## config.mk

```make
export PLATFORM = sky130hd
export DESIGN_NAME = integral_window_reader
export DESIGN_NICKNAME = d
export VERILOG_FILES = /design/src/rtl/haar_pkg.sv /design/src/rtl/rect_sum_pipe.sv /design/src/rtl/integral_window_reader.sv
export SDC_FILE = /design/constraint.sdc
export NUM_CORES = 1
export LEC_CHECK = 0
export BUFFER_PORTS_ARGS = -buffer_cell sky130_fd_sc_hd__clkbuf_2
export CAP_MARGIN = 20
export CORE_MARGIN = 5
export CORE_UTILIZATION = 45
export CTS_BUF_LIST = sky130_fd_sc_hd__clkbuf_2 sky130_fd_sc_hd__clkbuf_4 sky130_fd_sc_hd__clkbuf_8
export CTS_CLUSTER_DIAMETER = 200
export DETAILED_ROUTE_END_ITERATION = 10
export GPL_ROUTABILITY_DRIVEN = 0
export HOLD_SLACK_MARGIN = 0.12
export PLACE_DENSITY = 0.67
export SLEW_MARGIN = 20
export SYNTH_ARGS = -nofsm -noshare
export SYNTH_HDL_FRONTEND = slang
export SYNTH_SLANG_ARGS = --single-unit
```

## constraint.sdc

```tcl
create_clock -name clk_os -period 2.35 [get_ports clk_os]
set_input_delay 0.47 -clock clk_os [delete_from_list [all_inputs] [get_ports clk_os]]
set_output_delay 0.47 -clock clk_os [all_outputs]
set_load 0.03 [all_outputs]
```

## src/rtl/haar_pkg.sv

```systemverilog
// ---------------------------------------------------------------------------
// haar_pkg
// Shared definitions for the integral-image window reader:
//   - default parameter values (tap width, address width, window size)
//   - the reader FSM state type
//   - a small helper that says whether a state is actively counting pixels
// ---------------------------------------------------------------------------
package haar_pkg;

    localparam int DEF_DATA_WIDTH     = 8;
    localparam int DEF_ADDR_WIDTH     = 10;
    localparam int DEF_INTEGRAL_WIDTH = 3;
    localparam int DEF_WINDOW_ROWS    = 3;

    typedef enum logic [1:0] {
        ST_IDLE   = 2'd0,
        ST_FILL   = 2'd1,
        ST_STREAM = 2'd2,
        ST_DONE   = 2'd3
    } iwr_state_e;

    // True in the two states where wen advances the position counters.
    function automatic logic state_is_busy(input iwr_state_e st);
        return (st == ST_FILL) || (st == ST_STREAM);
    endfunction

endpackage

```

## src/rtl/rect_sum_pipe.sv

```systemverilog
// ---------------------------------------------------------------------------
// rect_sum_pipe
// Two-stage rectangle-sum arithmetic on integral-image corner taps:
//   stage 1: (br - bl) and (tr - tl)
//   stage 2: (br - bl) - (tr - tl)
// All arithmetic wraps modulo 2^DATA_WIDTH; no overflow indication.
// Ports:
//   clk_i, reset_i     clock, synchronous active-high reset (flushes pipe)
//   tl, tr, bl, br     corner taps, sampled when in_valid is high
//   in_valid           taps qualifier
//   sum, out_valid     result and its qualifier, two cycles after in_valid
// ---------------------------------------------------------------------------
module rect_sum_pipe
    import haar_pkg::*;
#(
    parameter int DATA_WIDTH = DEF_DATA_WIDTH
) (
    input  logic                  clk_i,
    input  logic                  reset_i,
    input  logic [DATA_WIDTH-1:0] tl,
    input  logic [DATA_WIDTH-1:0] tr,
    input  logic [DATA_WIDTH-1:0] bl,
    input  logic [DATA_WIDTH-1:0] br,
    input  logic                  in_valid,
    output logic [DATA_WIDTH-1:0] sum,
    output logic                  out_valid
);

    logic [DATA_WIDTH-1:0] diff_bot_q;
    logic [DATA_WIDTH-1:0] diff_top_q;
    logic                  v1_q;
    logic [DATA_WIDTH-1:0] sum_q;
    logic                  v2_q;

    // Both pipeline stages; data registers only load when their stage is valid.
    always_ff @(posedge clk_i) begin
        if (reset_i) begin
            diff_bot_q <= {DATA_WIDTH{1'b0}};
            diff_top_q <= {DATA_WIDTH{1'b0}};
            v1_q       <= 1'b0;
            sum_q      <= {DATA_WIDTH{1'b0}};
            v2_q       <= 1'b0;
        end else begin
            v1_q <= in_valid;
            if (in_valid) begin
                diff_bot_q <= br - bl;
                diff_top_q <= tr - tl;
            end
            v2_q <= v1_q;
            if (v1_q) begin
                sum_q <= diff_bot_q - diff_top_q;
            end
        end
    end

    assign sum       = sum_q;
    assign out_valid = v2_q;

endmodule

```

## src/rtl/integral_window_reader.sv

```systemverilog
// ---------------------------------------------------------------------------
// integral_window_reader
// Walks a frame pixel by pixel on the wen strobe, and for every pixel where a
// full INTEGRAL_WIDTH x WINDOW_ROWS window fits above and to the left, turns
// the four corner integral taps into a rectangle sum (br - bl - tr + tl).
// Ports:
//   clk_os, reset_os           clock, synchronous active-high reset
//   i_start                    arm for a new frame (ignored unless IDLE)
//   i_frame_width/height       frame size, sampled on an accepted start
//   wen                        pixel-advance strobe
//   i_tl/i_tr/i_bl/i_br        corner taps for the current pixel
//   o_rect_sum, o_valid        result and qualifier, 2 cycles after the wen
//   o_col, o_row               bottom-right position of the result
//   o_frame_done               pulse aligned with the last pixel's result slot
//   o_busy                     high while in FILL or STREAM
// ---------------------------------------------------------------------------
module integral_window_reader
    import haar_pkg::*;
#(
    parameter int DATA_WIDTH     = DEF_DATA_WIDTH,
    parameter int ADDR_WIDTH     = DEF_ADDR_WIDTH,
    parameter int INTEGRAL_WIDTH = DEF_INTEGRAL_WIDTH,
    parameter int WINDOW_ROWS    = DEF_WINDOW_ROWS
) (
    input  logic                  clk_os,
    input  logic                  reset_os,
    input  logic                  i_start,
    input  logic [ADDR_WIDTH-1:0] i_frame_width,
    input  logic [ADDR_WIDTH-1:0] i_frame_height,
    input  logic                  wen,
    input  logic [DATA_WIDTH-1:0] i_tl,
    input  logic [DATA_WIDTH-1:0] i_tr,
    input  logic [DATA_WIDTH-1:0] i_bl,
    input  logic [DATA_WIDTH-1:0] i_br,
    output logic [DATA_WIDTH-1:0] o_rect_sum,
    output logic                  o_valid,
    output logic [ADDR_WIDTH-1:0] o_col,
    output logic [ADDR_WIDTH-1:0] o_row,
    output logic                  o_frame_done,
    output logic                  o_busy
);

    localparam logic [ADDR_WIDTH-1:0] ZERO     = {ADDR_WIDTH{1'b0}};
    localparam logic [ADDR_WIDTH-1:0] ONE      = ADDR_WIDTH'(1);
    localparam logic [ADDR_WIDTH-1:0] COL_QUAL = ADDR_WIDTH'(INTEGRAL_WIDTH - 1);
    localparam logic [ADDR_WIDTH-1:0] ROW_QUAL = ADDR_WIDTH'(WINDOW_ROWS - 1);

    iwr_state_e            state_q;
    logic [ADDR_WIDTH-1:0] width_q;
    logic [ADDR_WIDTH-1:0] height_q;
    logic [ADDR_WIDTH-1:0] col_q;
    logic [ADDR_WIDTH-1:0] row_q;
    logic [ADDR_WIDTH-1:0] col_d;
    logic [ADDR_WIDTH-1:0] row_d;

    // Side-band that travels alongside the arithmetic pipeline.
    logic                  qual1_q;
    logic [ADDR_WIDTH-1:0] col1_q;
    logic [ADDR_WIDTH-1:0] row1_q;
    logic                  done1_q;
    logic [ADDR_WIDTH-1:0] o_col_q;
    logic [ADDR_WIDTH-1:0] o_row_q;
    logic                  o_frame_done_q;
    logic                  o_busy_q;

    logic adv_s;
    logic qual_s;
    logic frame_last_s;
    logic col_last_s;
    logic start_ok_s;

    // Position qualifiers are evaluated on the position *before* this wen.
    assign adv_s        = wen && state_is_busy(state_q);
    assign qual_s       = (col_q >= COL_QUAL) && (row_q >= ROW_QUAL);
    assign col_last_s   = (col_q == (width_q - ONE));
    assign frame_last_s = col_last_s && (row_q == (height_q - ONE));
    assign start_ok_s   = i_start && (i_frame_width != ZERO) && (i_frame_height != ZERO);

    // Raster-order next position: wrap the column at the row end.
    always_comb begin
        col_d = col_q;
        row_d = row_q;
        if (col_last_s) begin
            col_d = ZERO;
            row_d = row_q + ONE;
        end else begin
            col_d = col_q + ONE;
            row_d = row_q;
        end
    end

    // Reader FSM, position counters and the registered side-band outputs.
    always_ff @(posedge clk_os) begin
        if (reset_os) begin
            state_q        <= ST_IDLE;
            width_q        <= ZERO;
            height_q       <= ZERO;
            col_q          <= ZERO;
            row_q          <= ZERO;
            qual1_q        <= 1'b0;
            col1_q         <= ZERO;
            row1_q         <= ZERO;
            done1_q        <= 1'b0;
            o_col_q        <= ZERO;
            o_row_q        <= ZERO;
            o_frame_done_q <= 1'b0;
            o_busy_q       <= 1'b0;
        end else begin
            qual1_q <= adv_s && qual_s;
            if (adv_s) begin
                col1_q <= col_q;
                row1_q <= row_q;
            end
            done1_q        <= adv_s && frame_last_s;
            o_frame_done_q <= done1_q;
            if (qual1_q) begin
                o_col_q <= col1_q;
                o_row_q <= row1_q;
            end

            case (state_q)
                ST_IDLE: begin
                    // A wen in the same cycle as the start is not a pixel.
                    if (start_ok_s) begin
                        width_q  <= i_frame_width;
                        height_q <= i_frame_height;
                        col_q    <= ZERO;
                        row_q    <= ZERO;
                        state_q  <= ST_FILL;
                        o_busy_q <= 1'b1;
                    end
                end
                ST_FILL, ST_STREAM: begin
                    if (wen) begin
                        col_q <= col_d;
                        row_q <= row_d;
                        if (frame_last_s) begin
                            state_q  <= ST_DONE;
                            o_busy_q <= 1'b0;
                        end else if (qual_s) begin
                            state_q <= ST_STREAM;
                        end
                    end
                end
                ST_DONE: begin
                    // Leave only once the frame-done pulse has been presented.
                    if (o_frame_done_q) begin
                        state_q <= ST_IDLE;
                    end
                end
                default: begin
                    state_q  <= ST_IDLE;
                    o_busy_q <= 1'b0;
                end
            endcase
        end
    end

    rect_sum_pipe #(
        .DATA_WIDTH (DATA_WIDTH)
    ) u_pipe (
        .clk_i     (clk_os),
        .reset_i   (reset_os),
        .tl        (i_tl),
        .tr        (i_tr),
        .bl        (i_bl),
        .br        (i_br),
        .in_valid  (adv_s && qual_s),
        .sum       (o_rect_sum),
        .out_valid (o_valid)
    );

    assign o_col        = o_col_q;
    assign o_row        = o_row_q;
    assign o_frame_done = o_frame_done_q;
    assign o_busy       = o_busy_q;

endmodule

```

Yosys cells after proc, flatten, opt, wreduce, memory -nomap -nowiden
Cells that the tools add are included.
{ "op_classes": {"reduce_logical": 18, "magnitude_cmp": 2, "eq_ne": 11, "muxes": 17, "n_addsub": 7} }
{ "op_table": {"columns": ["op", "count"], "rows": [
  ["$mux W10", 5],
  ["$pmux W10 S2", 2],
  ["$sub A8 B8 Y8", 3],
  ["$add A10 B1 Y10 const B", 2],
  ["$eq A10 B10 Y1", 2],
  ["$ge A10 B2 Y1 const B", 2],
  ["$reduce_bool A10 Y1", 2],
  ["$sub A10 B1 Y10 const B", 2],
  ["$reduce_and A4 Y1", 3],
  ["$mux W2", 5],
  ["$ne A2 B2 Y1 const B", 5],
  ["$logic_and A1 B1 Y1", 7],
  ["$pmux W2 S3", 1],
  ["$eq A2 B2 Y1 const B", 2],
  ["$mux W1", 3],
  ["$ne A3 B3 Y1 const B", 1],
  ["$reduce_and A3 Y1", 1],
  ["$eq A2 B1 Y1 const B", 1],
  ["$logic_not A2 Y1", 1],
  ["$pmux W1 S2", 1],
  ["$reduce_and A2 Y1", 1],
  ["$reduce_bool A2 Y1", 1],
  ["$reduce_or A2 Y1", 1],
  ["$logic_or A1 B1 Y1", 1]
]} }
{ "word_totals": {"inputBits": 56, "ff_bits": 111, "word_cells": 72} }

Longest topological paths before layout
{ "logic_depth": {"depth_word": 6, "depth_mapped": 11, "depth_no_buf": 10} }

Cells and area by module
From an unflattened synthesis, not the netlist that was laid out.
{ "hier_totals": {"cells_unflattened": 747, "area_unflattened_um2": 6198.4} }
{ "by_module_without_submodules": {"columns": ["mod", "area_per_inst_um2", "n_inst", "cells_per_inst", "seq_area_each_um2"], "rows": [
  ["integral_window_reader", 4236.6, 1, 503, 1721.7],
  ["rect_sum_pipe", 1961.9, 1, 244, 520.5]
]} }

Least setup slack after synthesis
OpenSTA, ideal clock, no wires.
{ "synth_timing": {"path_kind": "flip-flop to flip-flop", "startpoint": "reg width_q[0]", "endpoint": "reg row_q[5]", "synth_period_minus_slack_ps": 2452, "setup_ps": 71, "arrival_ps": 2381, "path_stages_with_launch": 10, "t_required_ps": 2279, "slack_ps": -102, "path_cell_list": "dfxtp_1 inv_1 ha_1 xnor3_1 a32oi_1 or3b_4 nor4_4 a21oi_2 or4_1 a21oi_1"} }
{ "synth_via": {"elab_chain_cells": 4} }
{ "synth_lines": {"columns": ["element", "line_no", "source"], "rows": [
  ["start, declared", "integral_window_reader.sv:49", "logic [ADDR_WIDTH-1:0] width_q;"],
  ["start signal, assigned", "integral_window_reader.sv:125", "width_q <= i_frame_width;"],
  ["$sub A10 B1 Y10", "integral_window_reader.sv:75", "assign col_last_s = (col_q == (width_q - ONE));"],
  ["$eq A10 B10 Y1", "integral_window_reader.sv:75", null],
  ["$ne A2 B2 Y1 (no line)", null, null],
  ["$reduce_and A4 Y1 (no line)", null, null],
  ["end signal, assigned", "integral_window_reader.sv:136", "row_q <= row_d;"],
  ["end, declared", "integral_window_reader.sv:52", "logic [ADDR_WIDTH-1:0] row_q;"]
]} }
Every way passes these cells.
A chain may end at the register's enable or synchronous reset.

Worst setup path after layout
{ "layout_timing": {"startpoint": "reg col_q[2]", "endpoint": "reg state_q[1]"} }
{ "layout_via": {"elab_chain_cells": 5} }
{ "layout_lines": {"columns": ["element", "line_no", "source"], "rows": [
  ["start, declared", "integral_window_reader.sv:51", "logic [ADDR_WIDTH-1:0] col_q;"],
  ["start signal, assigned", "integral_window_reader.sv:135", "col_q <= col_d;"],
  ["parallel branches: the longest is 5 deep, another holds $ge A10 B2 Y1", null, null],
  ["end signal, assigned", "integral_window_reader.sv:129", "state_q <= ST_FILL;"],
  ["end signal, assigned", "integral_window_reader.sv:138", "state_q <= ST_DONE;"],
  ["end signal, assigned", "integral_window_reader.sv:141", "state_q <= ST_STREAM;"],
  ["end, declared", "integral_window_reader.sv:48", "iwr_state_e state_q;"]
]} }
Several ways; the timed one is not identified. The select of a mux whose other input is x is not followed.

==> results by group <==
Worst setup path
  • CP max FO: 4
  • Worst-path cell chain: xnor3_1 > a32oi_1 > or3b_4 > nor4_4 > buf_6 > buf_6 > nand4_1 > a21o_1 > a221oi_2
  • WP buf/inv: 2
  • Worst path top cell family by delay: simple AND/OR/NAND/NOR gates
  • Required time worst endpoint: 2.65 ns
  • CP Launch Type: flop
  • Slowest stage cell, crit path: or3b_4
  • R2R Setup Slk: -0.08 ns
  • WP data arrival: 2.74 ns
  • Most frequent CP cell: buf_6
  • WS Path Type: flop to flop
  • Crit-path max cell delay: 0.43 ns
  • Crit path capture type: flop

Timing
  • Endpoints failing setup: 16
  • Setup Skew: 0.0137 ns
  • Final Max Tran Viols: 0
  • Hold Vio Cnt, Final: 0
  • RSZ-0062 raised after global routing: true
  • Min Tclk post-route: 2.43 ns
  • Worst-Margin Slew: 0.596 ns
  • Final worst path period share: 104%
  • Min Hold Slack: 0.344 ns
  • FMAX: 411 MHz
  • Setup WS post-layout: -0.0849 ns
  • Slew margin rel.: 60.3%
  • Total negative slack: -0.700 ns

Clock tree
  • H-Tree Depth: 3
  • Clock Sink Count: 111
  • Root Buffer Master: clkbuf_8
  • Hold buffer count at CTS: 0
  • Number of buffers created by CTS: 9
  • Reg clk slew, reported paths: about 0.12 ns
  • Clock latency on the worst-skew pair: approximately 0.38 ns
  • CTS tree: yes
  • Max Root-Sink Buffers: 2

Global route
  • Largest net degree at the start of global routing: 41
  • Total gr overflow: 0
  • GRT Total Usage: a little under a fifth
  • Global-route wire length before repair: 24,600 µm
  • Number of global-route vias before repair: about 5.4k
  • Antenna violations before repair: 0

Route
  • Post-detailed-route count of antenna-violating nets: 0
  • Starting DRC count in detailed routing: roughly 250
  • DR DRC count: 0
  • Vias per cell: 5.40
  • Drt total wl: 14,900 µm
  • Via count: roughly 5.5k
  • Pre-antenna DRT Iters: 5
  • WL/cell: 14.7 µm

Logic synthesis
  • Most common cell in the synthesized netlist: dfxtp_1
  • EDFF count, synth: 0
  • Syn Inst Count: 725
  • Synthesized area per cell: around 8.2 µm²
  • Largest area contributor in the netlist: dfxtp_1
  • Synth area leaders: dfxtp_1 37%, mux2i_1 6.7%, ha_1 6.1%, nand2_1 5.1%, nor2_1 5.0%
  • Synth Net Count: between 800 and 900
  • Post-synthesis cell area: 0.00596 mm²
  • Main synth FF type: dfxtp_1
  • Library cells used by synthesis: a little over 60
  • Async SR Flop Fraction: 0%
  • Share of the synthesized area in the top cell type: 37.3%
  • Commonest cells in the netlist: 111 x dfxtp_1, 81 x nand2_1, 80 x nor2_1
  • Synth warn: 0
  • Yosys reg bits: 111
  • Sequential fraction of the synthesis area: 37.3%

Finish
  • Area grow syn2layout: 22.0%
  • Diode count: 0
  • Final layout net count: 919
  • Core Util, Final: 55.3%
  • Layout cell share with drive strength beyond 1: 23.4%

Status
  • Violated checks: setup timing
  • Outcome: finished with violations

Floorplan
  • Rows: 42
  • Die X: roughly 130 µm
  • Die area: 0.0156 mm²
  • Core Footprint: 0.0131 mm²
  • I/O pins: 87
  • Die H: 125 µm
  • Initial Utilization: 45.4%

Flow run
  • Max-cap violations: 0

Place
  • Pre-CTS WS: -0.199 ns
  • HPWL Detailed: 11,000 µm
  • Buffers on Ports: 86

Power and ir drop
  • Pwr/cell area: 545 mW/mm²
  • Max VDD drop: between 300 and 400 µV
  • Tot Pwr: 3960 µW
  • Leak: 0.00299 µW

Hold path
  • Worst hold path type: input pin to flop
==> worst register-to-register path: stages (launching register included) <==
cell and delay (ns):
dfxtp_1 0.38, xnor3_1 0.40, a32oi_1 0.08, or3b_4 0.43, nor4_4 0.15, buf_6 0.16, buf_6 0.10, nand4_1 0.19
a21o_1 0.25, a221oi_2 0.21
==> cell type report <==
type,instances,area (µm²)
Sequential cell,111,2230
Timing Repair Buffer,135,906
Multi-Input combinational cell,526,3550
Fill cell,1223,5870
Tap cell,176,220
Clock inverter,7,67.6
Inverter,48,180
Clock buffer,9,124
==> power breakdown <==
group / switching (µW) / internal, µW
combinational: 480 / 399
clock: 707 / 416
sequential: 40.0 / 1920
==> path summary, 6_finish.rpt <==
kind | startpoint | to | cells past startpoint
worst min-delay path | i_frame_height[9] | height_q[9]$_SDFFE_PP0P_ | 3
worst min register to register | done1_q$_SDFF_PP0_ | o_frame_done$_SDFF_PP0_ | 1
worst max register to register | col_q[2]$_SDFFE_PP0P_ | state_q[1]$_SDFFE_PP0P_ | 9
worst max-delay path | col_q[2]$_SDFFE_PP0P_ | state_q[1]$_SDFFE_PP0P_ | 9
==> per-stage QoR <==
step,instances,instance area (µm²)
6_report,1012,7270
5_1_grt,1012,7270
4_1_cts,1010,7070
3_5_place_dp,988,6750
3_3_place_gp,988,6750
2_1_floorplan,725,5960
==> flip-flops by register name (all words and copies together) (netlist names), 2 cells and up <==
name	count
col_q	10
state_q	2
u_pipe.sum	8
o_row	10
height_q	10
col1_q	10
row1_q	10
row_q	10
u_pipe.diff_bot_q	8
o_col	10
u_pipe.diff_top_q	8
width_q	10
==> cell usage in the layout (no fill, tap or decap), drive strengths merged, types with 11 or more instances in the layout <==
master,n
dfxtp,111
clkbuf,97
nand2,81
nor2,80
a21oi,60
inv,53
buf,47
mux2i,40
ha,29
nand3,20
o21ai,19
nor3,19
xnor2,16
nor4,12
nor2b,11
==> routing by layer <==
metal  vias to the layer above  GRT usage, %  wire, µm
met5                         -             0         0
met4                         0          5.68       236
met3                        21          3.16       567
li1                       2747             -         -
met2                       108          31.3      7250
met1                      2585          23.6      6870
==> repair_timing <==
| action | 4_1_cts | 5_1_grt |
|---|---|---|
| pin swaps | 22 | 24 |
| resized for setup | 20 | 31 |
| endpoints found under the setup margin | 21 | 37 |
| gates cloned | 1 | 3 |
| endpoints found under the hold margin | 0 | 0 |
| buffers inserted | 6 | 2 |
==> cell families after synthesis <==
logic type               synth area share, %
XOR/XNOR                                3.90
flip-flops                              37.3
buffers and inverters                   6.34
AO/OA/AOI/OAI                           14.3
adder cells (fa/ha/maj)                 7.09
AND/OR/NAND/NOR                         24.4
multiplexers                            6.72
Power figures use the tool's default switching activity.
